### src/rtl/traffic_lights_pkg.sv
// Shared types for the traffic-light controller, its command sequencer and benches.
package traffic_lights_pkg;

   typedef enum logic [2:0] {
      CMD_ON     = 3'd0,
      CMD_OFF    = 3'd1,
      CMD_BLINK  = 3'd2,
      CMD_GREEN  = 3'd3,
      CMD_YELLOW = 3'd4,
      CMD_RED    = 3'd5
   } cmd_type_t;

   typedef enum logic [1:0] {
      MODE_RUN   = 2'd0,
      MODE_OFF   = 2'd1,
      MODE_BLINK = 2'd2
   } mode_t;

   typedef enum logic [2:0] {
      S_OFF    = 3'd0,
      S_BLINK  = 3'd1,
      S_RED    = 3'd2,
      S_GREEN  = 3'd3,
      S_YELLOW = 3'd4
   } seq_state_t;

   // A zero-length phase would stall the controller, so 0 ms is treated as 1 ms.
   function automatic logic [15:0] clamp_ms(input logic [15:0] ms);
      return (ms == 16'd0) ? 16'd1 : ms;
   endfunction

endpackage

### src/rtl/traffic_lights_cmd_seq_if.sv
// Host request side and controller command side of the sequencer.
interface traffic_lights_cmd_seq_if;
   logic        req_valid_i;
   logic        req_ready_o;
   logic [1:0]  req_mode_i;
   logic [15:0] cfg_red_ms_i;
   logic [15:0] cfg_green_ms_i;
   logic [15:0] cfg_yel_ms_i;
   logic [2:0]  cmd_type_o;
   logic        cmd_valid_o;
   logic [15:0] cmd_data_o;
   logic [2:0]  phase_o;

   // master: host/bench side; slave: the sequencer itself
   modport master (
      output req_valid_i, req_mode_i, cfg_red_ms_i, cfg_green_ms_i, cfg_yel_ms_i,
      input  req_ready_o, cmd_type_o, cmd_valid_o, cmd_data_o, phase_o
   );

   modport slave (
      input  req_valid_i, req_mode_i, cfg_red_ms_i, cfg_green_ms_i, cfg_yel_ms_i,
      output req_ready_o, cmd_type_o, cmd_valid_o, cmd_data_o, phase_o
   );
endinterface

### src/rtl/tl_phase_timer.sv
// Phase down-counter: load W-1, count to zero, then hold and flag expiry until reloaded or stopped.
module tl_phase_timer (
   input  logic        clk,
   input  logic        srst_n,
   input  logic        load,
   input  logic        stop,
   input  logic [31:0] load_value,
   output logic        expire
);
   logic [31:0] count_reg;
   logic        run_reg;

   always_ff @(posedge clk) begin
      if (!srst_n) begin
         count_reg <= '0;
         run_reg   <= 1'b0;
      end else if (stop) begin
         count_reg <= '0;
         run_reg   <= 1'b0;
      end else if (load) begin
         count_reg <= load_value;
         run_reg   <= 1'b1;
      end else if (run_reg && (count_reg != 32'd0)) begin
         count_reg <= count_reg - 32'd1;
      end
   end

   // Holding at zero means a discarded expiry simply re-fires next cycle.
   assign expire = run_reg && (count_reg == 32'd0);

endmodule

### src/rtl/traffic_lights_cmd_seq.sv
// Turns host mode requests into the timed one-cycle command stream for the light controller.
module traffic_lights_cmd_seq
   import traffic_lights_pkg::*;
#(
   parameter int TICKS_PER_MS = 2,
   parameter int STATE_RY_MS  = 3,
   parameter int G_BLINK_T    = 4,
   parameter int GUARD_CYC    = 2
) (
   input  logic                   clk_i,
   input  logic                   srst_n_i,
   traffic_lights_cmd_seq_if.slave bus
);
   localparam logic [31:0] TPM       = 32'(TICKS_PER_MS);
   localparam logic [31:0] RED_EXTRA = 32'(STATE_RY_MS * TICKS_PER_MS + GUARD_CYC);
   localparam logic [31:0] GRN_EXTRA = 32'(G_BLINK_T + GUARD_CYC);
   localparam logic [31:0] YEL_EXTRA = 32'(GUARD_CYC);

   // Timer reload for a phase of `ms` milliseconds plus fixed controller overhead.
   function automatic logic [31:0] reload(input logic [15:0] ms, input logic [31:0] extra);
      return ({16'd0, ms} * TPM) + extra - 32'd1;
   endfunction

   seq_state_t  state_reg, state_next;
   cmd_type_t   cmd_type_reg, cmd_type_next;
   logic [15:0] cmd_data_reg, cmd_data_next;
   logic        cmd_valid_reg, cmd_valid_next;
   logic [15:0] red_reg, red_next;
   logic [15:0] green_reg, green_next;
   logic [15:0] yel_reg, yel_next;

   logic [15:0] red_in, green_in, yel_in;
   logic        accept;
   logic        tmr_load, tmr_stop, tmr_expire;
   logic [31:0] tmr_value;

   assign red_in   = clamp_ms(bus.cfg_red_ms_i);
   assign green_in = clamp_ms(bus.cfg_green_ms_i);
   assign yel_in   = clamp_ms(bus.cfg_yel_ms_i);

   assign bus.req_ready_o = srst_n_i && !cmd_valid_reg;
   assign accept          = bus.req_valid_i && bus.req_ready_o;

   assign bus.cmd_type_o  = cmd_type_reg;
   assign bus.cmd_valid_o = cmd_valid_reg;
   assign bus.cmd_data_o  = cmd_data_reg;
   assign bus.phase_o     = state_reg;

   tl_phase_timer u_timer (
      .clk        (clk_i),
      .srst_n     (srst_n_i),
      .load       (tmr_load),
      .stop       (tmr_stop),
      .load_value (tmr_value),
      .expire     (tmr_expire)
   );

   always_comb begin
      state_next     = state_reg;
      cmd_type_next  = cmd_type_reg;
      cmd_data_next  = cmd_data_reg;
      cmd_valid_next = 1'b0;
      red_next       = red_reg;
      green_next     = green_reg;
      yel_next       = yel_reg;
      tmr_load       = 1'b0;
      tmr_stop       = 1'b0;
      tmr_value      = '0;

      // An accepted request always beats a same-cycle timer expiry.
      if (accept) begin
         red_next   = red_in;
         green_next = green_in;
         yel_next   = yel_in;
         case (bus.req_mode_i)
            MODE_OFF: begin
               cmd_valid_next = 1'b1;
               cmd_type_next  = CMD_OFF;
               state_next     = S_OFF;
               tmr_stop       = 1'b1;
            end
            MODE_BLINK: begin
               cmd_valid_next = 1'b1;
               cmd_type_next  = CMD_BLINK;
               state_next     = S_BLINK;
               tmr_stop       = 1'b1;
            end
            MODE_RUN: begin
               if ((state_reg == S_OFF) || (state_reg == S_BLINK)) begin
                  cmd_valid_next = 1'b1;
                  cmd_type_next  = CMD_ON;
                  cmd_data_next  = red_in;
                  state_next     = S_RED;
                  tmr_load       = 1'b1;
                  tmr_value      = reload(red_in, RED_EXTRA);
               end
            end
            default: ;
         endcase
      end else if (tmr_expire) begin
         case (state_reg)
            S_RED: begin
               cmd_valid_next = 1'b1;
               cmd_type_next  = CMD_GREEN;
               cmd_data_next  = green_reg;
               state_next     = S_GREEN;
               tmr_load       = 1'b1;
               tmr_value      = reload(green_reg, GRN_EXTRA);
            end
            S_GREEN: begin
               cmd_valid_next = 1'b1;
               cmd_type_next  = CMD_YELLOW;
               cmd_data_next  = yel_reg;
               state_next     = S_YELLOW;
               tmr_load       = 1'b1;
               tmr_value      = reload(yel_reg, YEL_EXTRA);
            end
            S_YELLOW: begin
               cmd_valid_next = 1'b1;
               cmd_type_next  = CMD_RED;
               cmd_data_next  = red_reg;
               state_next     = S_RED;
               tmr_load       = 1'b1;
               tmr_value      = reload(red_reg, RED_EXTRA);
            end
            default: ;
         endcase
      end
   end

   always_ff @(posedge clk_i) begin
      if (!srst_n_i) begin
         state_reg     <= S_OFF;
         cmd_type_reg  <= CMD_OFF;
         cmd_data_reg  <= 16'd0;
         cmd_valid_reg <= 1'b0;
         red_reg       <= 16'd1;
         green_reg     <= 16'd1;
         yel_reg       <= 16'd1;
      end else begin
         state_reg     <= state_next;
         cmd_type_reg  <= cmd_type_next;
         cmd_data_reg  <= cmd_data_next;
         cmd_valid_reg <= cmd_valid_next;
         red_reg       <= red_next;
         green_reg     <= green_next;
         yel_reg       <= yel_next;
      end
   end

endmodule
### src/flat_wrapper.sv
// flat-port wrapper written by rule: the top's interface ports become plain ports
module traffic_lights_cmd_seq_flat import traffic_lights_pkg::*;
#(
   parameter int TICKS_PER_MS = 2,
   parameter int STATE_RY_MS  = 3,
   parameter int G_BLINK_T    = 4,
   parameter int GUARD_CYC    = 2
)
  (clk_i, srst_n_i, bus_req_valid_i, bus_req_mode_i, bus_cfg_red_ms_i, bus_cfg_green_ms_i, bus_cfg_yel_ms_i, bus_req_ready_o, bus_cmd_type_o, bus_cmd_valid_o, bus_cmd_data_o, bus_phase_o);
  traffic_lights_cmd_seq_if bus_i ();
  input  logic clk_i;
  input  logic srst_n_i;
  input wire logic [$bits(bus_i.req_valid_i)-1:0] bus_req_valid_i;
  input wire logic [$bits(bus_i.req_mode_i)-1:0] bus_req_mode_i;
  input wire logic [$bits(bus_i.cfg_red_ms_i)-1:0] bus_cfg_red_ms_i;
  input wire logic [$bits(bus_i.cfg_green_ms_i)-1:0] bus_cfg_green_ms_i;
  input wire logic [$bits(bus_i.cfg_yel_ms_i)-1:0] bus_cfg_yel_ms_i;
  output wire logic [$bits(bus_i.req_ready_o)-1:0] bus_req_ready_o;
  output wire logic [$bits(bus_i.cmd_type_o)-1:0] bus_cmd_type_o;
  output wire logic [$bits(bus_i.cmd_valid_o)-1:0] bus_cmd_valid_o;
  output wire logic [$bits(bus_i.cmd_data_o)-1:0] bus_cmd_data_o;
  output wire logic [$bits(bus_i.phase_o)-1:0] bus_phase_o;
  assign bus_i.req_valid_i = bus_req_valid_i;
  assign bus_i.req_mode_i = bus_req_mode_i;
  assign bus_i.cfg_red_ms_i = bus_cfg_red_ms_i;
  assign bus_i.cfg_green_ms_i = bus_cfg_green_ms_i;
  assign bus_i.cfg_yel_ms_i = bus_cfg_yel_ms_i;
  assign bus_req_ready_o = bus_i.req_ready_o;
  assign bus_cmd_type_o = bus_i.cmd_type_o;
  assign bus_cmd_valid_o = bus_i.cmd_valid_o;
  assign bus_cmd_data_o = bus_i.cmd_data_o;
  assign bus_phase_o = bus_i.phase_o;
  traffic_lights_cmd_seq #(.TICKS_PER_MS(TICKS_PER_MS), .STATE_RY_MS(STATE_RY_MS), .G_BLINK_T(G_BLINK_T), .GUARD_CYC(GUARD_CYC)) u_core (.clk_i(clk_i), .srst_n_i(srst_n_i), .bus(bus_i));
endmodule
### config.mk
export PLATFORM = sky130hd
export DESIGN_NAME = traffic_lights_cmd_seq_flat
export DESIGN_NICKNAME = d
export VERILOG_FILES = /design/src/rtl/traffic_lights_pkg.sv /design/src/rtl/traffic_lights_cmd_seq_if.sv /design/src/rtl/tl_phase_timer.sv /design/src/rtl/traffic_lights_cmd_seq.sv /design/src/flat_wrapper.sv
export SDC_FILE = /design/constraint.sdc
export NUM_CORES = 1
export LEC_CHECK = 0
export ABC_AREA = 1
export BUFFER_PORTS_ARGS = -buffer_cell sky130_fd_sc_hd__buf_4
export CORE_ASPECT_RATIO = 1.75
export CORE_MARGIN = 5
export CORE_UTILIZATION = 35
export CTS_BUF_LIST = sky130_fd_sc_hd__clkbuf_2 sky130_fd_sc_hd__clkbuf_4 sky130_fd_sc_hd__clkbuf_8
export DETAILED_ROUTE_END_ITERATION = 6
export PLACE_DENSITY_LB_ADDON = 0.25
export SYNTH_ARGS = -nofsm -noshare
export SYNTH_HDL_FRONTEND = slang
export SYNTH_SLANG_ARGS = --single-unit
### constraint.sdc
create_clock -name clk_i -period 2.8 [get_ports clk_i]
set_clock_uncertainty 0.05 [all_clocks]
set_input_delay 0 -clock clk_i [delete_from_list [all_inputs] [get_ports clk_i]]
set_output_delay 0 -clock clk_i [all_outputs]
set_load 0.1 [all_outputs]
## Word-level counts from Yosys, hierarchy flattened

Cells that the tools add are included.
Widths: inputs -> output; s select.

- Muxes and demuxes: 34
- Add/sub/neg operators: 9
- Eq/ne operators: 10
- Bitwise gates (word level): 1
- Reductions and logical operators: 21

Operators by type and width:

| cell | count |
|---|---|
| $mux 32 | 6 |
| $sub 32x1->32 const B | 5 |
| $mux 16 | 7 |
| $pmux 32 s3 | 1 |
| $logic_not 16->1 | 3 |
| $pmux 16 s3 | 1 |
| $add 17x4->18 const B | 2 |
| $pmux 3 s3 | 4 |
| $logic_not 32->1 | 1 |
| $reduce_bool 32->1 | 1 |
| $add 17x2->18 const B | 1 |
| $add 17x3->18 const B | 1 |
| $mux 3 | 6 |
| $mux 1 | 8 |
| $reduce_and 4->1 | 2 |
| $eq 3x2->1 const B | 2 |
| $logic_and 1x1->1 | 4 |
| $ne 2x2->1 const B | 2 |
| $ne 4x4->1 const B | 1 |
| $reduce_bool 2->1 | 2 |
| $reduce_bool 4->1 | 1 |
| $reduce_or 2->1 | 2 |
| $eq 3x1->1 const B | 1 |
| $eq 3x3->1 const B | 1 |
| other kinds (10) | 10 |

- Word-level logic and storage cells: 84
- Output and inout port bits: 24
- Input bits: 53
- Register bits after elaboration: 104

## Depth between registers and ports, before layout

- Word-level depth: 8
- Gate-level depth with buffers: 21
- Depth with buffers taken out: 21

## Modules after synthesis

A second synthesis with hierarchy kept.

- Cells, all modules: 1,183
- Area, all modules: 7,134.3 µm²

By module, submodules not included:

| module | instances | area each (µm²) | sequential area each (µm²) | cells each |
|---|---|---|---|---|
| traffic_lights_cmd_seq | 1 | 4,571.9 | 1,401.3 | 740 |
| tl_phase_timer | 1 | 2,562.5 | 660.6 | 443 |

## Worst setup path after synthesis

OpenSTA, ideal clock, no wires.

- Path type: register -> register
- Start point: register u_core.cmd_valid_reg, in the netlist u_core.bus.cmd_valid_o
- End point: register u_core.u_timer.count_reg[10]
- Stages on the path, launching flop included: 14
- Setup time: 0.114 ns
- Period minus slack after synthesis: 2.748 ns
- Data arrival time: 2.585 ns
- Slack: 0.052 ns
- Required time: 2.636 ns
- Path buffers: 1
- Path through: dfxtp_1 > nor2_4 > nand2_2 > clkinv_4 > nand2_2 > nor3_4 > inv_2 > nand2_2 > buf_6 > a21oi_1 > o21ai_1 > nand3_1 > o21bai_1 > inv_1

- Cells in the longest elaborated chain, start to end: 5
- Elaborated cells between the ends (all ways): 9
- Those cells by class: mux (4); reduce/logical (5)

RTL lines:

| item | RTL line | text |
|---|---|---|
| from (decl) | traffic_lights_cmd_seq.sv:27 | `logic cmd_valid_reg, cmd_valid_next;` |
| from (signal assigned) | traffic_lights_cmd_seq.sv:144 | `cmd_valid_reg <= cmd_valid_next;` |
| $logic_not 1->1 (*) | traffic_lights_cmd_seq.sv:41 | `assign bus.req_ready_o = srst_n_i && !cmd_valid_reg;` |
| $logic_and 1x1->1 (*) | traffic_lights_cmd_seq.sv:41 |  |
| net bus_req_ready_o | flat_wrapper.sv:18 | `output wire logic [$bits(bus_i.req_ready_o)-1:0] bus_req_ready_o;` |
| $logic_and 1x1->1 (*) | traffic_lights_cmd_seq.sv:42 | `assign accept = bus.req_valid_i && bus.req_ready_o;` |
| $mux 32 or $mux 1 (tied branches) | traffic_lights_cmd_seq.sv:71 | `if (accept) begin` |
| $mux 32 (tied with other cells) | tl_phase_timer.sv:20 | `end else if (load) begin` |
| to (signal assigned) | tl_phase_timer.sv:21 | `count_reg <= load_value;` |
| to (signal assigned) | tl_phase_timer.sv:24 | `count_reg <= count_reg - 32'd1;` |
| to (decl) | tl_phase_timer.sv:10 | `logic [31:0] count_reg;` |

Mark *: on every way through the listed nets, which the timed path passes. The rest lies on a longest branch.
A chain may end at the register's enable or synchronous reset.

## Worst setup path after layout

- Start point: input bus_cfg_red_ms_i[3]
- End point: register u_core.u_timer.count_reg[17]

- Cells in the longest elaborated chain, start to end: 8

RTL lines:

| item | RTL line | text |
|---|---|---|
| from (decl) | flat_wrapper.sv:15 | `input wire logic [$bits(bus_i.cfg_red_ms_i)-1:0] bus_cfg_red_ms_i;` |
| $logic_not 16->1 | traffic_lights_pkg.sv:29 | `return (ms == 16'd0) ? 16'd1 : ms;` |
| $mux 16 (*) | traffic_lights_pkg.sv:29 |  |
| $add 17x4->18 (*) | traffic_lights_cmd_seq.sv:21 | `return ({16'd0, ms} * TPM) + extra - 32'd1;` |
| $sub 32x1->32 (*) | traffic_lights_cmd_seq.sv:21 |  |
| $mux 32 (*) | traffic_lights_cmd_seq.sv:89 | `if ((state_reg == S_OFF) \|\| (state_reg == S_BLINK)) begin` |
| $mux 32 (*) | traffic_lights_cmd_seq.sv:75 | `case (bus.req_mode_i)` |
| $mux 32 (*) | traffic_lights_cmd_seq.sv:71 |  |
| $mux 32 (*) | tl_phase_timer.sv:20 |  |

Every way passes the cells marked *; elsewhere a longest branch is shown, timed or not.

==> results.toml <==
[setup_path]
path_class = "input port to flop"
reg2reg_slack_ns = 0.26
required_ns = 3.08
crit_path_frequent_cell = "nand2_1"
startpoint = "bus_cfg_red_ms_i[3]"
cp-endpoint = "u_core.u_timer.count_reg[17]"
end_kind = "flop"
slowest_delay_ns = 0.54
path_cells = "dlygate4sd3_1 > buf_4 > inv_1 > ha_1 > nand2_1 > nor2_1 > nand2_2 > nand2_1 > inv_2 > ha_1 > inv_1 > nand2_1 > nand2_1 > nor2_2 > nand3_2 > nor2_2 > nand3_1 > nor2_2 > nand3_1 > nand2_1 > nand3_1 > nor2_1 > nor2_1"
critPathArrivalTime_ns = 2.84
r2r_end = "u_core.u_timer.count_reg[28]"
cp_slowest_cell = "dlygate4sd3_1"
crit_path_start_kind = "input port"
r2r_start = "u_core.red_reg[2]"
crit_fanout = 7
worst_r2r_path_depth = 14

[clock_tree]
cts_tree = "yes"
cts-root-buf = "clkbuf_8"
clkLatencyLatePin_ns = 0.45
clock-sinks = 103
cts_max_path_buffers = 2
clk_pin_slew_ns = 0.12
htreeDepth = 3
numCtsBuffers = 9

[sta]
setup_slack_ns = 0.245
whs_ns = 0.0743
hold_violations = 0
period_share = 0.913
period_minus_slack_ns = 2.56
finalSetupViolations = 0
finalSetupTns_ns = 0
slew_headroom = 0.514
max_freq_ghz = 0.391
final_max_slew_viol_count = 0
worst_pin_slew_ns = 0.726

[finish]
syn2layout_area_growth_pct = 19.8
utilization = 0.424
drive_gt1_frac = 0.148
largest_reg_flops = 32
num-nets-final = 1755
layout_commonest_cell = "nand2_1"
most-common-layout-cells = "nand2_1 (398), inv_1 (185), nor2_1 (179)"

[power]
p_per_area_nw_per_um2 = 397
p_leak_nw = 5.08
peakVddDrop_mv = 0.398
total_power_mw = 4.36

[placed_design]
finalWeightedCongestion = 0.969
io_buffers = 76
place_ws_ns = 0.141
dp_hpwl_um = 29800

[synth]
synth_top_area_frac = 0.225
synth_edf_count = 0
synth_area_sq_um = 9150
yosysWarnings = 0
ys_seq_elements = 103
synth_nets = 1622
avgSynthCellArea_sq_um = 5.88
ys.flop_type = "dfxtp_1"
ys_seq_area_frac = 0.225
post_synth_num_cell_types = 57
syn_inst = 1556
synth_area_leader_cell = "dfxtp_1"
synthTopCellsByArea = "dfxtp_1 (23%), nand2_1 (16%), nand3_1 (8.6%)"
ys_async_sr_fraction = 0

[floorplanning]
start_util = 0.354
die_area_sq_um = 29600
row_count = 78
num_io_pins = 77
fp.dieH_um = 224
die_w_um = 132
core_area_sq_um = 25900

[detailed_routing]
wl_per_cell_um = 18.4
drtAntennaViolNets = 0
vias_per_cell = 5.37
route.detailed.drc = 0
routed-wl-met3_um = 1050
top_layer = "met4"
vias = 10800
wl_met1_um = 13200
drt_iter0_markers = 640
wl_met2_um = 20100
totalWireLength_um = 37000
dr.pass1.iters = 5

[flow_run]
cap_viol_max_count = 0

[global_routing]
grt_overflow_total = 0
grt_pass1_wl_um = 56800
grtUsageTotal = 0.244
grt_max_degree = 47
grt_pass1_vias = 10600
antenna_found_initial = 0

[status]
status = "finished, final reports clean"

[hold_path]
holdCritPathClass = "input port to flop"
-- Yosys cell counts (all sizes together) (6+ instances only) --
cell    count
nor4       12
o21ai     116
nand2     429
nor3       25
ha         13
nand3     166
xnor2       7
nand4      46
dfxtp     103
a41oi       8
a21oi      60
buf        23
o21bai     10
a211oi      6
inv       202
clkbuf     20
xor2       22
or2        10
o211ai      9
o22ai       8
nor2      221
a31oi      11
-- critical path: cells and delay by family --
family        cells  cell delay (ns)
buf+inv           5             0.90
fa+ha+maj         2             0.35
simple gates     16             1.58
-- repair_timing --
item / 4_1_cts / 5_1_grt
setup buffers: 0 / 0
hold endpoints to repair: 59 / 0
resized for setup: 0 / 7
endpoints found under the setup margin: 0 / 11
hold buffers: 51 / 0
-- per-layer routing --
metal | global-route usage | vias up
met2 | 0.469 | 294
met5 | 0 | -
met1 | 0.239 | 5028
li1 | - | 5384
met3 | 0.0312 | 116
met4 | 0.161 | 0
-- power breakdown --
part	total, mW	internal, mW	leakage [nW]	switching (mW)
Sequential	1.66	1.55	0.841	0.111
Clock	1.04	0.358	0.104	0.683
Combinational	1.65	0.564	4.13	1.09
Total	4.36	2.47	5.08	1.88
-- worst min-delay path by stage --
stage / from / endpoint / depth (start not counted) / slack, ns
6_report: bus_cfg_red_ms_i[15] / u_core.red_reg[15] / 5 / 0.07
2_1_floorplan: bus_cfg_green_ms_i[15] / u_core.green_reg[15] / 2 / 0.06
4_1_cts: bus_cfg_red_ms_i[2] / u_core.red_reg[2] / 5 / 0.07
3_3_place_gp: bus_cfg_yel_ms_i[8] / u_core.yel_reg[8] / 3 / 0.16
5_1_grt: bus_cfg_red_ms_i[15] / u_core.red_reg[15] / 5 / 0.08
3_5_place_dp: bus_cfg_yel_ms_i[8] / u_core.yel_reg[8] / 3 / 0.17
-- logic make-up (layout without fill, tap and decap cells) --
kind of cell	count (synthesis)	in the layout	share of synthesized area
buf+inv	247	385	0.109
flops	103	103	0.225
simple gates	916	916	0.462
other cells	0	1	0
fa+ha+maj	13	13	0.0178
compound gates	248	248	0.158
xor+xnor	29	29	0.0286
-- through the flow --
stage / cells / instance area, sq um
after floorplan: 1556 / 9150
after global placement: 1947 / 10200
after detailed placement: 1947 / 10200
after CTS: 2014 / 10900
after global routing: 2014 / 11000
final: 2015 / 11000
-- area by class of cell --
cell class / instances / area, sq um
well taps: 320 / 400
repair buffers: 165 / 1390
clock buffers: 9 / 124
inverters: 204 / 771
clock inverters: 7 / 86.3
diodes: 1 / 2.50
fillers: 2795 / 14900
multi-input cells: 1206 / 6120
flip-flops and latches: 103 / 2060
Power figures use the tool's default switching activity.
